[config.mk]
export PLATFORM = sky130hd
export DESIGN_NAME = gt_victim_cache_ctrl_flat
export DESIGN_NICKNAME = d
export VERILOG_FILES = /design/src/rtl/gt_cache_pkg.sv /design/src/rtl/gt_victim_cache_ctrl_if.sv /design/src/rtl/gt_victim_buffer.sv /design/src/rtl/gt_victim_cache_ctrl.sv /design/src/flat_wrapper.sv
export SDC_FILE = /design/constraint.sdc
export NUM_CORES = 2
export LEC_CHECK = 0
export CAP_MARGIN = 40
export CORE_MARGIN = 3
export CORE_UTILIZATION = 50
export DETAILED_ROUTE_END_ITERATION = 8
export PLACE_DENSITY = 0.63
export SLEW_MARGIN = 15
export SYNTH_ARGS = -nofsm -noshare
export SYNTH_HDL_FRONTEND = slang
export SYNTH_MEMORY_MAX_BITS = 65536
export SYNTH_SLANG_ARGS = --single-unit
export TNS_END_PERCENT = 20
[constraint.sdc]
create_clock -name CLK -period 33 [get_ports CLK]
set_input_delay 9.9 -clock CLK [delete_from_list [all_inputs] [get_ports CLK]]
set_output_delay 9.9 -clock CLK [all_outputs]
set_load 0.005 [all_outputs]
[src/rtl/gt_cache_pkg.sv]
// gt_cache_pkg: shared types and geometry helpers for the victim-backed fetch
// cache.
//   state_t       : miss state machine encoding (also exported as dbg_state)
//   offset_w()    : byte-offset field width for a given line size
//   index_w()     : direct-mapped index field width for a given set count
//   tag_w()       : tag width left over after offset and index
//   line_addr_w() : width of a line address (byte address >> offset_w)
//   slot_w()      : victim slot index width (at least 1 bit)
package gt_cache_pkg;

   localparam int DEF_ADDR_W         = 32;
   localparam int DEF_LINE_BYTES     = 32;
   localparam int DEF_SETS           = 16;
   localparam int DEF_VICTIM_ENTRIES = 4;

   typedef enum logic [2:0] {
      S_IDLE,
      S_LOOKUP,
      S_SWAP,
      S_MREQ,
      S_MWAIT,
      S_FILL
   } state_t;

   function automatic int offset_w(input int line_bytes);
      return $clog2(line_bytes);
   endfunction

   function automatic int index_w(input int sets);
      return $clog2(sets);
   endfunction

   function automatic int tag_w(input int addr_w, input int line_bytes, input int sets);
      return addr_w - $clog2(line_bytes) - $clog2(sets);
   endfunction

   function automatic int line_addr_w(input int addr_w, input int line_bytes);
      return addr_w - $clog2(line_bytes);
   endfunction

   function automatic int slot_w(input int entries);
      return (entries > 1) ? $clog2(entries) : 1;
   endfunction

endpackage

[src/rtl/gt_victim_cache_ctrl_if.sv]
// gt_victim_cache_ctrl_if: request/response port toward the IFU and line-fill
// port toward the memory delay unit.
//   req_valid/req_ready/req_addr      : fetch request (IFU -> cache)
//   resp_valid/resp_data/resp_hit     : one-cycle response pulse (cache -> IFU)
//   mem_req_valid/mem_req_ready/
//   mem_req_addr                      : line fill request (cache -> memory)
//   mem_resp_valid/mem_resp_data      : fill data, byte 0 in bits [7:0]
// Modports: slave = cache side, master = IFU + memory side.
interface gt_victim_cache_ctrl_if import gt_cache_pkg::*; #(
   parameter int ADDR_W     = DEF_ADDR_W,
   parameter int LINE_BYTES = DEF_LINE_BYTES
) ();
   localparam int LINE_AW = line_addr_w(ADDR_W, LINE_BYTES);

   logic                    req_valid;
   logic                    req_ready;
   logic [ADDR_W-1:0]       req_addr;
   logic                    resp_valid;
   logic [7:0]              resp_data;
   logic                    resp_hit;
   logic                    mem_req_valid;
   logic                    mem_req_ready;
   logic [LINE_AW-1:0]      mem_req_addr;
   logic                    mem_resp_valid;
   logic [8*LINE_BYTES-1:0] mem_resp_data;

   modport slave (
      input  req_valid, req_addr, mem_req_ready, mem_resp_valid, mem_resp_data,
      output req_ready, resp_valid, resp_data, resp_hit, mem_req_valid, mem_req_addr
   );

   modport master (
      output req_valid, req_addr, mem_req_ready, mem_resp_valid, mem_resp_data,
      input  req_ready, resp_valid, resp_data, resp_hit, mem_req_valid, mem_req_addr
   );
endinterface

[src/rtl/gt_victim_buffer.sv]
// gt_victim_buffer: fully associative store of lines evicted from the
// direct-mapped array.
//   clk, clear         : clock, synchronous active-high reset (clears valids, pointer)
//   lookup_addr        : line address to match
//   hit/hit_slot/
//   hit_data           : match result (at most one slot matches)
//   insert_*           : write a line at the FIFO pointer, then advance it
//   swap_*             : rewrite one slot with the displaced DM line, or
//                        invalidate it when the DM set was empty; the FIFO
//                        pointer is left alone
module gt_victim_buffer #(
   parameter int LINE_AW = 27,
   parameter int LINE_W  = 256,
   parameter int ENTRIES = 4,
   parameter int SLOT_W  = 2
) (
   input  logic               clk,
   input  logic               clear,
   input  logic [LINE_AW-1:0] lookup_addr,
   output logic               hit,
   output logic [SLOT_W-1:0]  hit_slot,
   output logic [LINE_W-1:0]  hit_data,
   input  logic               insert_en,
   input  logic [LINE_AW-1:0] insert_addr,
   input  logic [LINE_W-1:0]  insert_data,
   input  logic               swap_en,
   input  logic [SLOT_W-1:0]  swap_slot,
   input  logic               swap_valid,
   input  logic [LINE_AW-1:0] swap_addr,
   input  logic [LINE_W-1:0]  swap_data
);
   logic [ENTRIES-1:0] valid;
   logic [LINE_AW-1:0] addr [ENTRIES];
   logic [LINE_W-1:0]  data [ENTRIES];
   logic [SLOT_W-1:0]  ptr;

   always_comb begin
      hit      = 1'b0;
      hit_slot = '0;
      for (int i = 0; i < ENTRIES; i++) begin
         if (valid[i] && (addr[i] == lookup_addr)) begin
            hit      = 1'b1;
            hit_slot = SLOT_W'(i);
         end
      end
   end

   assign hit_data = data[hit_slot];

   always_ff @(posedge clk) begin
      if (clear) begin
         valid <= '0;
         ptr   <= '0;
      end else begin
         if (insert_en) begin
            valid[ptr] <= 1'b1;
            addr[ptr]  <= insert_addr;
            data[ptr]  <= insert_data;
            ptr        <= (ptr == SLOT_W'(ENTRIES - 1)) ? '0 : ptr + SLOT_W'(1);
         end
         if (swap_en) begin
            valid[swap_slot] <= swap_valid;
            if (swap_valid) begin
               addr[swap_slot] <= swap_addr;
               data[swap_slot] <= swap_data;
            end
         end
      end
   end
endmodule

[src/rtl/gt_victim_cache_ctrl.sv]
// gt_victim_cache_ctrl: direct-mapped byte-fetch cache with an optional fully
// associative victim buffer, between the IFU address counter and memory.
//   CLK, CLEAR : clock, synchronous active-high reset
//   bus        : gt_victim_cache_ctrl_if.slave (IFU request/response, line fill)
//   dbg_state  : current miss state machine state
// Build option GT_CACHE_VICTIM_EN: when defined, the victim buffer, SWAP state
// and FIFO pointer are present; otherwise the cache is purely direct-mapped.
//
// Handshakes: a transfer happens on a rising edge where valid and ready are
// both high. req_ready is high only in IDLE; mem_req_valid is held, with
// mem_req_addr stable, until mem_req_ready. resp_valid and mem_resp_valid are
// single-cycle pulses with no backpressure.
module gt_victim_cache_ctrl import gt_cache_pkg::*; #(
   parameter int ADDR_W         = DEF_ADDR_W,
   parameter int LINE_BYTES     = DEF_LINE_BYTES,
   parameter int SETS           = DEF_SETS,
   parameter int VICTIM_ENTRIES = DEF_VICTIM_ENTRIES
) (
   input  logic                    CLK,
   input  logic                    CLEAR,
   gt_victim_cache_ctrl_if.slave   bus,
   output state_t                  dbg_state
);
   localparam int OFFSET_W = offset_w(LINE_BYTES);
   localparam int INDEX_W  = index_w(SETS);
   localparam int TAG_W    = tag_w(ADDR_W, LINE_BYTES, SETS);
   localparam int LINE_AW  = line_addr_w(ADDR_W, LINE_BYTES);
   localparam int LINE_W   = 8 * LINE_BYTES;

   if (LINE_BYTES < 2 || VICTIM_ENTRIES < 1) begin : g_bad_cfg
      $error("gt_victim_cache_ctrl: LINE_BYTES must be >= 2 and VICTIM_ENTRIES >= 1");
   end

   state_t              state;
   logic [ADDR_W-1:0]   addr_q;
   logic [LINE_AW-1:0]  mem_req_addr_q;
   logic [LINE_W-1:0]   fill_q;
   logic [SETS-1:0]     dm_valid;
   logic [TAG_W-1:0]    dm_tag  [SETS];
   logic [LINE_W-1:0]   dm_data [SETS];

   // Address fields of the request being served.
   logic [OFFSET_W-1:0] offset;
   logic [INDEX_W-1:0]  index;
   logic [TAG_W-1:0]    tag;
   logic [LINE_AW-1:0]  line_addr;
   assign offset    = addr_q[OFFSET_W-1:0];
   assign index     = addr_q[OFFSET_W +: INDEX_W];
   assign tag       = addr_q[ADDR_W-1 -: TAG_W];
   assign line_addr = addr_q[ADDR_W-1:OFFSET_W];

   logic               dm_hit;
   logic [LINE_W-1:0]  dm_line;
   assign dm_hit  = dm_valid[index] && (dm_tag[index] == tag);
   assign dm_line = dm_data[index];

   logic               vb_hit;
   logic [LINE_W-1:0]  vb_data;

`ifdef GT_CACHE_VICTIM_EN
   localparam int SLOT_W = slot_w(VICTIM_ENTRIES);

   logic [SLOT_W-1:0]  vb_slot;
   logic [LINE_AW-1:0] dm_line_addr;
   assign dm_line_addr = {dm_tag[index], index};

   // The lookup address is held through SWAP and the buffer does not change
   // between LOOKUP and SWAP, so the match stays valid for the swap itself.
   gt_victim_buffer #(
      .LINE_AW (LINE_AW),
      .LINE_W  (LINE_W),
      .ENTRIES (VICTIM_ENTRIES),
      .SLOT_W  (SLOT_W)
   ) u_victim_buffer (
      .clk         (CLK),
      .clear       (CLEAR),
      .lookup_addr (line_addr),
      .hit         (vb_hit),
      .hit_slot    (vb_slot),
      .hit_data    (vb_data),
      .insert_en   ((state == S_FILL) && dm_valid[index]),
      .insert_addr (dm_line_addr),
      .insert_data (dm_line),
      .swap_en     (state == S_SWAP),
      .swap_slot   (vb_slot),
      .swap_valid  (dm_valid[index]),
      .swap_addr   (dm_line_addr),
      .swap_data   (dm_line)
   );
`else
   assign vb_hit  = 1'b0;
   assign vb_data = '0;
`endif

   always_ff @(posedge CLK) begin
      if (CLEAR) begin
         state          <= S_IDLE;
         addr_q         <= '0;
         mem_req_addr_q <= '0;
         fill_q         <= '0;
         dm_valid       <= '0;
      end else begin
         unique case (state)
            S_IDLE: begin
               if (bus.req_valid) begin
                  addr_q <= bus.req_addr;
                  state  <= S_LOOKUP;
               end
            end
            S_LOOKUP: begin
               if (dm_hit) begin
                  state <= S_IDLE;
               end else if (vb_hit) begin
                  state <= S_SWAP;
               end else begin
                  mem_req_addr_q <= line_addr;
                  state          <= S_MREQ;
               end
            end
            S_SWAP: begin
               dm_valid[index] <= 1'b1;
               dm_tag[index]   <= tag;
               dm_data[index]  <= vb_data;
               state           <= S_IDLE;
            end
            S_MREQ: begin
               if (bus.mem_req_ready) state <= S_MWAIT;
            end
            S_MWAIT: begin
               if (bus.mem_resp_valid) begin
                  fill_q <= bus.mem_resp_data;
                  state  <= S_FILL;
               end
            end
            S_FILL: begin
               dm_valid[index] <= 1'b1;
               dm_tag[index]   <= tag;
               dm_data[index]  <= fill_q;
               state           <= S_IDLE;
            end
            default: state <= S_IDLE;
         endcase
      end
   end

   // Responses are decoded from state and registered storage only, so there is
   // no combinational path from req_* to resp_*.
   logic              resp_valid;
   logic              resp_hit;
   logic [LINE_W-1:0] sel_line;

   always_comb begin
      resp_valid = 1'b0;
      resp_hit   = 1'b0;
      sel_line   = dm_line;
      unique case (state)
         S_LOOKUP: begin
            resp_valid = dm_hit;
            resp_hit   = dm_hit;
         end
         S_SWAP: begin
            resp_valid = 1'b1;
            resp_hit   = 1'b1;
            sel_line   = vb_data;
         end
         S_FILL: begin
            resp_valid = 1'b1;
            sel_line   = fill_q;
         end
         default: ;
      endcase
   end

   assign bus.req_ready     = (state == S_IDLE);
   assign bus.resp_valid    = resp_valid;
   assign bus.resp_hit      = resp_hit;
   assign bus.resp_data     = resp_valid ? sel_line[{offset, 3'b000} +: 8] : 8'h00;
   assign bus.mem_req_valid = (state == S_MREQ);
   assign bus.mem_req_addr  = mem_req_addr_q;
   assign dbg_state         = state;
endmodule

[src/flat_wrapper.sv]
// flat-port wrapper written by rule: the top's interface ports become plain ports
module gt_victim_cache_ctrl_flat import gt_cache_pkg::*;
#(
   parameter int ADDR_W         = DEF_ADDR_W,
   parameter int LINE_BYTES     = DEF_LINE_BYTES,
   parameter int SETS           = DEF_SETS,
   parameter int VICTIM_ENTRIES = DEF_VICTIM_ENTRIES
)
  (CLK, CLEAR, dbg_state, bus_req_valid, bus_req_addr, bus_mem_req_ready, bus_mem_resp_valid, bus_mem_resp_data, bus_req_ready, bus_resp_valid, bus_resp_data, bus_resp_hit, bus_mem_req_valid, bus_mem_req_addr);
  gt_victim_cache_ctrl_if #(.ADDR_W(ADDR_W), .LINE_BYTES(LINE_BYTES)) bus_i ();
  input  logic CLK;
  input  logic CLEAR;
  output state_t dbg_state;
  input wire logic [$bits(bus_i.req_valid)-1:0] bus_req_valid;
  input wire logic [$bits(bus_i.req_addr)-1:0] bus_req_addr;
  input wire logic [$bits(bus_i.mem_req_ready)-1:0] bus_mem_req_ready;
  input wire logic [$bits(bus_i.mem_resp_valid)-1:0] bus_mem_resp_valid;
  input wire logic [$bits(bus_i.mem_resp_data)-1:0] bus_mem_resp_data;
  output wire logic [$bits(bus_i.req_ready)-1:0] bus_req_ready;
  output wire logic [$bits(bus_i.resp_valid)-1:0] bus_resp_valid;
  output wire logic [$bits(bus_i.resp_data)-1:0] bus_resp_data;
  output wire logic [$bits(bus_i.resp_hit)-1:0] bus_resp_hit;
  output wire logic [$bits(bus_i.mem_req_valid)-1:0] bus_mem_req_valid;
  output wire logic [$bits(bus_i.mem_req_addr)-1:0] bus_mem_req_addr;
  assign bus_i.req_valid = bus_req_valid;
  assign bus_i.req_addr = bus_req_addr;
  assign bus_i.mem_req_ready = bus_mem_req_ready;
  assign bus_i.mem_resp_valid = bus_mem_resp_valid;
  assign bus_i.mem_resp_data = bus_mem_resp_data;
  assign bus_req_ready = bus_i.req_ready;
  assign bus_resp_valid = bus_i.resp_valid;
  assign bus_resp_data = bus_i.resp_data;
  assign bus_resp_hit = bus_i.resp_hit;
  assign bus_mem_req_valid = bus_i.mem_req_valid;
  assign bus_mem_req_addr = bus_i.mem_req_addr;
  gt_victim_cache_ctrl #(.ADDR_W(ADDR_W), .LINE_BYTES(LINE_BYTES), .SETS(SETS), .VICTIM_ENTRIES(VICTIM_ENTRIES)) u_core (.CLK(CLK), .CLEAR(CLEAR), .bus(bus_i), .dbg_state(dbg_state));
endmodule
==> results by group <==
Logic synthesis
  • Combinational family with the most area after synthesis: multiplexers
  • Warnings from Yosys: 0
  • Synth Area in Simple Gates: 2.919%
  • Predominant post-synthesis flop cell: edfxtp_1
  • Avg Synthesized Cell Area: about 20 um2
  • Post-synth EDFFs: approximately 4500
  • Cell Area, Synth: about 190000 um2
  • Async SR Flop Fraction: 0%
  • Distinct cell type count after synthesis: between 70 and 80
  • Syn_nets: a little under 10000
  • Register area share after synthesis: 75.10%
  • Post-Synth Adder-Cell Area: 0%
  • Mux contribution to synthesized area: 16.34%
  • Post-synthesis xor/xnor area fraction: 0.1541%
  • Mapped Cells: 9464
  • #FFs+latches synth: 4802
  • Compound-cell area share of the yosys netlist: ~3.5%

Place
  • Placed instance area: between 150000 and 200000 um2
  • Placed Cells: 14510
  • HPWL Detailed: slightly above 300000 um
  • Placer Congestion: 0.7976
  • Buffers on Ports: about 330

Timing
  • Sum Neg Setup Slack: 0 ns
  • Final setup vio count: 0
  • RSZ-0062 raised after global routing: no
  • Final hold slack: around 0.45 ns
  • Relative slew slack: between 20% and 30%
  • Worst slew pin tran: approximately 1.1 ns
  • Final worst path period share: a little under three fifths
  • Final Skew: 0.05094 ns
  • FMAX: 53.96 MHz
  • Final-report max-slew violation count: 0
  • Final hold vios: 0
  • Period minus WS final: between 15 and 20 ns

Worst setup path
  • Crit path buffers/inverters: 9
  • CP Launch Type: flip-flop
  • Crit path cell chain: buf_4 -> buf_4 -> buf_16 -> buf_4 -> buf_4 -> buf_4 -> buf_16 -> buf_4 -> mux4_2 -> nor2_1 -> nor4_1 -> a211oi_1 -> o22ai_1 -> a221oi_1 -> a211oi_1 -> clkdlybuf4s50_1
  • Max incr delay on CP: about 0.88 ns
  • Crit path top cell by count: buf_4
  • R2R setup slack: 25.89 ns
  • Crit path max fanout: 48
  • CP max-delay cell: dfxtp_4
  • Critical Path RT: ~23 ns
  • CP Capture Type: output port
  • CP arrival: around 8.6 ns
  • CP delay by family, top: buffers and inverters
  • WS Path Type: flip-flop to output port

Clock tree
  • Max clock buf depth: 4
  • Number of clock sinks: between 4000 and 5000
  • CTS root buf: clkbuf_16
  • # resized after CTS: 0
  • Total CTS buffers: roughly 470
  • CTS tree: done
  • Clock latency on the worst-skew pair: 1.00 ns
  • Setup Buffers After CTS: 0
  • H-tree Lvls: 5
  • Reg clk slew, reported paths: roughly 0.060 ns
  • CTS hold repair buffers: 0

Detailed routing
  • DRT antenna net count: 0
  • 1st-iter DRT viols: between 10000 and 15000
  • Routed wire length: 531300 um
  • # DRC: 0
  • DRT Pass-1 Iters: 6
  • Via density per instance: ~6.4
  • Vias post-DR: 99440
  • DR WL/cell: between 30 and 40 um

Pwr
  • Clk pwr share: a little over two fifths
  • Pwr/cell area: around 61 nW/um2
  • Internal power: slightly above 10000 uW
  • Pleak: between 0.07 and 0.08 uW
  • Sw Pwr: roughly 2900 uW
  • Max VDD drop: 0.00005369 V
  • Comb pwr share: 6.8%
  • Sequential Power Share: approximately half
  • Sw frac: about 22%

Global route
  • Vias in the first global route: roughly 100000
  • Gr usage total: about 28%
  • Initial antenna violation count: 26
  • Largest net degree at the start of global routing: 120
  • First-pass GRT wire length: between 700000 and 800000 um
  • Total grt overflow: 0

Finish
  • Share of layout cells above drive strength 1: 22.38%
  • Area growth syn-to-layout: 14.17%
  • Final non-filler cell area: between 200000 and 250000 um2
  • Final cell count without fillers: between 15000 and 20000
  • Commonest non-fill, non-tap cell in the layout: edfxtp_1
  • Most frequent cells in the layout: edfxtp_1 (4464), mux4_2 (1077), nand2_1 (711)
  • Nets: 10330

Outcome
  • Status: finished, final reports clean

Floorplan
  • Initial Util: around half
  • Die span in y: about 620 um
  • # rows: roughly 220
  • Die W: 618.4 um
  • Die area: roughly 380000 um2
  • IO Count: 335
  • Core footprint: 372800 um2

Run
  • Max_cap viols: 0

Hold path
  • Worst hold path class: flip-flop to flip-flop
## final timing paths
path | start | to | cells past startpoint
setup / recovery | flip-flop | bus_resp_data[3] | 16
hold / removal | u_core.dm_valid[9] | u_core.dm_valid[9] | 1
setup reg to reg | u_core.dbg_state[2] | u_core.dm_data[15][185] | 12
hold reg to reg | u_core.dm_valid[9] | u_core.dm_valid[9] | 1
## power by group through the flow
| stage | Sequential, uW | Clock [uW] | Combinational, uW |
|---|---|---|---|
| floorplan | 6750 | 0 | 544 |
| global placement | 6750 | 0 | 856 |
| detailed placement | 6750 | 0 | 874 |
| CTS | 6620 | 5540 | 878 |
| global route | 6620 | 5780 | 922 |
| finish | 6620 | 5480 | 882 |
## kinds of logic (layout without fill, tap and decap cells)
group / count (synthesis) / count (layout)
compound gates: 1087 / 1087
xor+xnor: 33 / 33
buf+inv: 632 / 1608
flops: 4802 / 4802
mux: 1701 / 1701
other cells: 0 / 19
simple gates: 1209 / 1209
## final cells by class
cell class                      instances  area, um2
Antenna cell                           19      47.55
Clock inverter                        284       3040
Clock buffer                          600      12820
Sequential cell                      4802     140800
Inverter                               12      56.30
Tap cell                             4972       6221
Timing Repair Buffer                  712       7829
Fill cell                           27340     158700
Multi-Input combinational cell       4030      43210
## cell usage after synthesis (all sizes together) (26+ instances only)
| master | count | share of area, % |
|---|---|---|
| o22ai | 57 | 0.19 |
| clkbuf | 280 | 0.56 |
| and3 | 259 | 0.86 |
| o221ai | 50 | 0.23 |
| mux4 | 1077 | 13 |
| mux2 | 109 | 0.65 |
| a221oi | 73 | 0.34 |
| dfxtp | 338 | 3.6 |
| edfxtp | 4464 | 71 |
| mux2i | 515 | 2.7 |
| nand3 | 32 | 0.085 |
| nor2 | 112 | 0.23 |
| nand2 | 713 | 1.4 |
| o211ai | 26 | 0.10 |
| buf | 340 | 1.4 |
| a21oi | 514 | 1.4 |
| nor3 | 33 | 0.088 |
| o21ai | 190 | 0.51 |
| a211oi | 40 | 0.16 |
## metal layers
metal	up-vias	part of all wire [%]	GRT usage [%]
met3	796	8.7	4.445
met4	6	3.8	9.384
met5	-	0.0068	0
li1	40010	-	-
met1	53520	39	38.71
met2	5104	48	44.54
## metrics by stage
stage	utilization [%]	setup slack (ns)	power, uW
floorplan	-	2.517	7294
global placement	52.59	14.77	7606
detailed placement	53.04	15.19	7626
CTS	57.29	14.08	13040
global route	57.42	14.11	13320
finish	57.43	14.47	12980
## sequential cells by signal, summed over array words and instances, names as in the netlist, named ones only
name,flops
u_core.addr_q,32
u_core.bus.mem_req_addr,27
u_core.dbg_state,3
u_core.dm_data,4096
u_core.dm_tag,368
u_core.dm_valid,16
u_core.fill_q,256
Power figures use the tool's default switching activity.
